<file path="config.mk">
export PLATFORM = sky130hd
export DESIGN_NAME = ysyx_25040111_issue_ctl
export DESIGN_NICKNAME = d
export VERILOG_FILES = /design/src/rtl/ysyx_25040111_issue_ctl.sv
export SDC_FILE = /design/constraint.sdc
export NUM_CORES = 1
export LEC_CHECK = 0
export ABC_AREA = 1
export BUFFER_PORTS_ARGS = -buffer_cell sky130_fd_sc_hd__buf_2
export CAP_MARGIN = 20
export CORE_UTILIZATION = 40
export DETAILED_ROUTE_END_ITERATION = 12
export PLACE_DENSITY = 0.6
export SKIP_CTS_REPAIR_TIMING = 1
export SYNTH_ARGS = -nofsm -noshare
export SYNTH_HDL_FRONTEND = slang
export SYNTH_SLANG_ARGS = --single-unit
</file>
<file path="constraint.sdc">
create_clock -name clock -period 9.05 [get_ports clock]
set_input_delay 1.81 -clock clock [delete_from_list [all_inputs] [get_ports clock]]
set_output_delay 1.81 -clock clock [all_outputs]
set_load 0.02 [all_outputs]
</file>
<file path="src/rtl/ysyx_25040111_issue_ctl.sv">
// Single-entry issue stage with a GPR scoreboard: holds one decoded instruction and
// issues it once its sources and destination are free and the pending-write limit allows it.
module ysyx_25040111_issue_ctl #(
    parameter int unsigned MAX_PEND = 4
) (
    input  logic       clock,
    input  logic       reset,

    input  logic       dec_valid,
    output logic       dec_ready,
    input  logic [4:0] dec_rs1,
    input  logic [4:0] dec_rs2,
    input  logic [4:0] dec_rd,

    output logic       iss_valid,
    input  logic       iss_ready,
    output logic [4:0] iss_rs1,
    output logic [4:0] iss_rs2,
    output logic [4:0] iss_rd,

    input  logic       wb_valid,
    input  logic [4:0] wb_rd,

    input  logic       flush,
    output logic       stall,
    output logic [2:0] pend_cnt
);

    localparam logic [2:0] PendMax = 3'(MAX_PEND);

    logic        full_q, full_d;
    logic [4:0]  rs1_q, rs1_d;
    logic [4:0]  rs2_q, rs2_d;
    logic [4:0]  rd_q, rd_d;
    logic [31:0] busy_q, busy_d;
    logic [2:0]  pend_q, pend_d;

    logic [31:0] busy_eff;
    logic [2:0]  pend_eff;
    logic        wb_hit;
    logic        hazard;
    logic        limit;
    logic        issue_ok;
    logic        issue;
    logic        accept;
    logic        rd_nz;

    assign rd_nz = (rd_q != 5'd0);

    // Writeback releases its register in the same cycle, so a waiting consumer can issue
    // without an extra bubble.
    always_comb begin
        wb_hit   = wb_valid && (wb_rd != 5'd0) && busy_q[wb_rd];
        busy_eff = busy_q;
        if (wb_valid) begin
            busy_eff[wb_rd] = 1'b0;
        end
        busy_eff[0] = 1'b0;
        pend_eff    = pend_q - {2'b00, wb_hit};
    end

    always_comb begin
        hazard   = busy_eff[rs1_q] | busy_eff[rs2_q] | busy_eff[rd_q];
        limit    = rd_nz && (pend_eff == PendMax);
        issue_ok = full_q && !hazard && !limit && !flush;
        issue    = issue_ok && iss_ready;
        accept   = dec_valid && !flush && (!full_q || issue);
    end

    assign iss_valid = issue_ok;
    assign stall     = full_q && !flush && (hazard || limit);
    assign dec_ready = !flush && (!full_q || issue);
    assign iss_rs1   = rs1_q;
    assign iss_rs2   = rs2_q;
    assign iss_rd    = rd_q;
    assign pend_cnt  = pend_q;

    always_comb begin
        full_d = full_q;
        rs1_d  = rs1_q;
        rs2_d  = rs2_q;
        rd_d   = rd_q;
        if (flush) begin
            full_d = 1'b0;
        end else if (accept) begin
            full_d = 1'b1;
            rs1_d  = dec_rs1;
            rs2_d  = dec_rs2;
            rd_d   = dec_rd;
        end else if (issue) begin
            full_d = 1'b0;
        end
    end

    // Issue set is applied after the writeback clear so that set wins on the same register.
    always_comb begin
        busy_d = busy_eff;
        pend_d = pend_eff;
        if (issue && rd_nz) begin
            busy_d[rd_q] = 1'b1;
            pend_d       = pend_eff + 3'd1;
        end
        busy_d[0] = 1'b0;
    end

    always_ff @(posedge clock or negedge reset) begin
        if (!reset) begin
            full_q <= 1'b0;
            rs1_q  <= 5'd0;
            rs2_q  <= 5'd0;
            rd_q   <= 5'd0;
            busy_q <= 32'd0;
            pend_q <= 3'd0;
        end else begin
            full_q <= full_d;
            rs1_q  <= rs1_d;
            rs2_q  <= rs2_d;
            rd_q   <= rd_d;
            busy_q <= busy_d;
            pend_q <= pend_d;
        end
    end

endmodule

</file>
; After elaboration in Yosys (flattened, before gate mapping)
; Cells that the tools add are included.
[word_totals]
reg_bits = 50
input_bits = 26
output_inout_bits = 21
elab_cells = 64
[op_classes]
add_sub_neg = 2
order_cmp = 6
n_eq_ne = 1
n_mux = 18
bitwise = 6
n_reduce_logical = 25
[ops]
columns = cell, n
row1 = $mux W32, 2
row2 = $and A32 B32 Y32, 1
row3 = $not A32 Y32, 1
row4 = $or A32 B32 Y32, 1
row5 = $lt A5 B6 Y1 const B, 4
row6 = $bmux W1 S5, 4
row7 = $logic_and A1 B1 Y1, 15
row8 = $demux W1 S5, 2
row9 = $ge A5 B1 Y1 const B, 2
row10 = $reduce_bool A5 Y1, 2
row11 = $mux W1, 9
row12 = $logic_not A1 Y1, 4
row13 = $add A3 B1 Y3 const B, 1
row14 = $eq A3 B3 Y1 const B, 1
row15 = $mux W3, 1
row16 = $reduce_bool A3 Y1, 1
row17 = $sub A3 B1 Y3, 1
row18 = $logic_or A1 B1 Y1, 2
row19 = $or A1 B1 Y1, 2
row20 = $reduce_and A2 Y1, 1
row21 = $not A1 Y1, 1

; Logic depth before layout (Yosys ltp)
[logic_depth]
word_depth = 20
ltp_mapped = 25
ltp_nobuf = 24

; Least setup slack after synthesis
; Ideal clock, no wire load.
[synth_path]
kind = input to output
start = input port wb_rd[0]
end = output port dec_ready
t_arrival_ns = 4.495
required_ns = 7.240
path_slack_ns = 2.745
path_stages = 20
path_buffers = 0
path_cell_list = inv_1 -> nand2_1 -> inv_1 -> a22o_1 -> a221oi_1 -> o22ai_1 -> nor3_1 -> a21oi_1 -> ha_1 -> ha_1 -> ha_1 -> nand3_1 -> nand2_1 -> nor2_1 -> nand3_1 -> nor2_1 -> nand3_1 -> nor2_2 -> nand4_4 -> a21oi_1
[synth_between]
elab_chain_cells = 18
[synth_rtl]
columns = item, line
row1 = from (decl), 22  ; input logic [4:0] wb_rd,
row2 = $lt A5 B6 Y1 (not written as such) / $ge A5 B1 Y1 (equally long branches), 56  ; busy_eff[wb_rd] = 1'b0;
row3 = $logic_and A1 B1 Y1 (not written as such), 56
row4 = $mux W1 (not written as such), 56
row5 = $demux W1 S5, 56
row6 = $not A32 Y32 (no source line), --
row7 = $and A32 B32 Y32 (no source line), --
row8 = $mux W32, 55  ; if (wb_valid) begin
row9 = $bmux W1 S5, 63  ; hazard = busy_eff[rs1_q] | busy_eff[rs2_q] | busy_eff[rd_q];
row10 = $mux W1 (not written as such), 63
row11 = $or A1 B1 Y1 (2 in series), 63
row12 = $logic_not A1 Y1, 65  ; issue_ok = full_q && !hazard && !limit && !flush;
row13 = $logic_and A1 B1 Y1, 65
row14 = $logic_and A1 B1 Y1 (*) (2 in series), 65
row15 = $logic_and A1 B1 Y1 (*), 66  ; issue = issue_ok && iss_ready;
row16 = $logic_or A1 B1 Y1 (*), 72  ; assign dec_ready = !flush && (!full_q || issue);
row17 = $logic_and A1 B1 Y1 (*), 72
row18 = to (decl), 10  ; output logic dec_ready,
; Mark *: on every way between the ends. The rest lies on a longest branch, timed or not. The select of a mux whose other input is x is not followed.

; Final worst setup path
; Ends and elaborated chain as after synthesis.

==> results.md <==
- Result of the run: finished, violations left
- Violations in the final reports: DRC
- Main flop type after synthesis: sky130_fd_sc_hd__dfrtp_1
- Per-instance average area after synthesis: 6.280 sq um
- Clk slew on worst S/H paths: 0.09 ns
- TritonRoute pass-1 iters: 9
- Multiplexer area fraction after synthesis: 0%
- Top cell types by occurrence after synthesis: sky130_fd_sc_hd__nand2_1 (234), sky130_fd_sc_hd__nand3_1 (126), sky130_fd_sc_hd__nor2_1 (55)
- Number of library cell types mapped by synthesis: 26
- Largest net degree at the start of global routing: 51
- Residual overflow from global routing: 0
- Max-slew violation total from the final report: 0
- N_diodes: 0
- Worst Hold Path Cells: 2
- Height of the die: 97.83 um
- Synth Area in XOR/XNOR: 0.4768%
- DR iter-0 viols: 333
- Area enclosed by the die boundary: 9571 sq um
- Kind of end point of the critical path: output pin
- Post-route setup TNS: 0 ns
- Final design utilization: 46.83%
- Clock latency on the worst-skew pair: 0.31 ns
- Total CTS buffers: 5
- Number of setup violations in the final report: 0
- Number of nets produced by synthesis: 615
- Adder-cell area share of the yosys netlist: 1.362%
- Yosys warning total: 0
- Clock tree buffer depth: 2
- Width of the die: 97.83 um
- Library cell used as clock root buffer: sky130_fd_sc_hd__clkbuf_8
- Overall global routing resource usage: 26.41%
- Crit Path Category: in -> out
- # Max-Cap Violations: 0
- Detail Route Antenna Nets: 0
- Clock sink total: 50
- Synth-to-layout area growth: 12.26%
- Number of vias per cell after detailed routing: 5.516
- Main combinational cell family by area after synthesis: simple AND/OR/NAND/NOR gates
- Final hold viol count: 0
- Number of global-route vias before repair: 3,838
- Synth Cell Area: 3674 sq um
- Maximum fanout along the worst path: 8
- Leak pwr: 2.341 nW
- Worst min-delay path startpoint: iss_rs2[4]
- Final critical delay including setup and external delays: 6.880 ns
- Wire length reported by the detailed router: 12,290 um
- Final weighted congestion of routability-driven global placement: 0.9782
- Ratio of final minimum period to clock period: 76.02%
- Clock tree from TritonCTS: done
- Crit path arrival time: 5.07 ns
- Post-DR wirelength/cell: 16.67 um
- Endpoint of the worst register-to-register path: pend_cnt[2]
- Area of the core region: 8806 sq um
- Clock Skews: 0.007151 ns
- First-pass GRT wire length: 19,720 um
- Deepest level of the CTS H-tree: 2
- Post-synthesis cell count: 585
- Final critical-path setup slack: 2.170 ns
- Count of vias placed by the detailed router: 4,065
- Initial antenna violation count: 0
- Share of the synthesized area in the top cell type: 34.06%
- Number of synthesized flops with an enable pin: 0
- Post-synth top area cell: sky130_fd_sc_hd__dfrtp_1
- Layout cells sized above 1: 12.08%
- FF-to-FF path depth: 20
- Launch instance of the worst register-to-register path: busy_q[14]
- Synth Area in Compound Gates: 6.029%
- Pre-CTS setup slack: 2.223 ns
- Maximum vdd drop: 0.09971 mV
- Post-route worst hold slack: 0.5392 ns
- # rows: 34
- Number of remaining DRC errors: 2
- Fraction of registers with async set or reset after synthesis: 100.0%
- Post-detail-place hpwl: 9360 um
- RSZ-0062 raised after global routing: false
- Post-synthesis share of cell area spent on and, or, nand and nor gates: 50.27%
- Tightest Hold Check Type: reg -> reg
- Req. time, crit path: 7.24 ns
- Port Buffer Count: 46
- Worst rel slew slack: 57.03%
- Ports: 47
- Fin nets: 658
- Power per standard cell area: 198.7 nW/um^2
- Register-to-Register Setup Slack: 5.16 ns
- Cells taking the most area after synthesis: sky130_fd_sc_hd__dfrtp_1 (34%), sky130_fd_sc_hd__nand2_1 (24%), sky130_fd_sc_hd__nand3_1 (17%), sky130_fd_sc_hd__nor2_1 (5.6%), sky130_fd_sc_hd__inv_1 (4.5%)
- Least-Margin Pin Slew: 0.6445 ns
- Maximum clock frequency: 145.4 MHz
- Startpoint types: input port
- Most common cell in the synthesized netlist: sky130_fd_sc_hd__nand2_1
- Sequential share of the synthesized area: 34.06%
- Power after layout: 0.8196 mW
- Synthesis-stage register bit count: 50
- End point of the most critical hold path: iss_rs2[4]
- Fill cell count: 953
- Initial standard-cell utilization of the core: 41.72%
==> state kept, by name, summed over array words and instances, names as in the netlist <==
| name | cells |
|---|---|
| busy_q | 31 |
| full_q | 1 |
| iss_rd | 5 |
| pend_cnt | 3 |
| iss_rs2 | 5 |
| iss_rs1 | 5 |
==> layout make-up <==
cell class	instances	area, sq um	share of cell area, %
sequential	50	1251	30.34
inverter	50	187.7	4.551
tap	108	135.1	3.277
clock inverter	2	60.06	1.456
multi-input combinational	470	2136	51.79
clock buffer	6	82.58	2.002
timing repair buffer	51	271.5	6.584
==> layer usage <==
layer	GRT usage (%)	wire length, um
met5	0	0
met4	8.858	246
met3	6.442	1280
met2	43.07	5542
met1	34.22	5217
==> stage by stage <==
stage / instance area (sq um) / std cells
2_1_floorplan: 3674 / 585
3_3_place_gp: 3955 / 726
3_5_place_dp: 3955 / 726
4_1_cts: 4098 / 734
5_1_grt: 4124 / 737
6_report: 4124 / 737
==> placed cells by master (no fill, tap or decap), drive strengths merged, types with 3 or more instances in the layout <==
master  netlist  routed
a21oi         8       8
dfrtp        50      50
a22oi        12      12
nand2       237     237
inv          48      48
nor2         64      64
a221oi        3       3
clkbuf        3       6
nand3       126     126
ha            4       4
buf          12      51
o21ai        10      10
==> cell families after synthesis <==
group,count (synthesis)
flip-flops,50
AND/OR/NAND/NOR,429
adder cells (fa/ha/maj),4
XOR/XNOR,2
buffers and inverters,65
AO/OA/AOI/OAI,35
==> critical path: stages <==
cell                       delay (ns)
sky130_fd_sc_hd__buf_2           0.12
sky130_fd_sc_hd__inv_1           0.05
sky130_fd_sc_hd__nand2_1         0.11
sky130_fd_sc_hd__inv_1           0.16
sky130_fd_sc_hd__a22o_1          0.21
sky130_fd_sc_hd__a221oi_1        0.22
sky130_fd_sc_hd__o22ai_1         0.11
sky130_fd_sc_hd__nor3_1          0.18
sky130_fd_sc_hd__a21oi_1         0.15
sky130_fd_sc_hd__ha_1            0.21
sky130_fd_sc_hd__ha_1            0.29
sky130_fd_sc_hd__ha_1            0.19
sky130_fd_sc_hd__nand3_1         0.08
sky130_fd_sc_hd__nand2_1         0.05
sky130_fd_sc_hd__nor2_1          0.10
sky130_fd_sc_hd__nand3_1         0.09
sky130_fd_sc_hd__nor2_1          0.13
sky130_fd_sc_hd__nand3_1         0.13
sky130_fd_sc_hd__nor2_2          0.20
sky130_fd_sc_hd__nand4_4         0.15
sky130_fd_sc_hd__a21oi_1         0.15
sky130_fd_sc_hd__buf_2           0.17
==> report_power, final <==
part	internal, mW	total [mW]	switching, mW
Combinational	0.0959	0.305	0.209
Clock	0.118	0.197	0.0794
Sequential	0.259	0.317	0.0581
==> how the worst max path moves through the flow <==
stage / start / end / slack, ns
floorplan: wb_rd[0] / dec_ready / 2.75
global placement: wb_rd[0] / dec_ready / 2.39
detailed placement: wb_rd[0] / dec_ready / 2.22
CTS: wb_rd[0] / dec_ready / 2.22
global route: wb_rd[0] / dec_ready / 1.94
finish: wb_rd[0] / dec_ready / 2.17
Power figures use the tool's default switching activity.
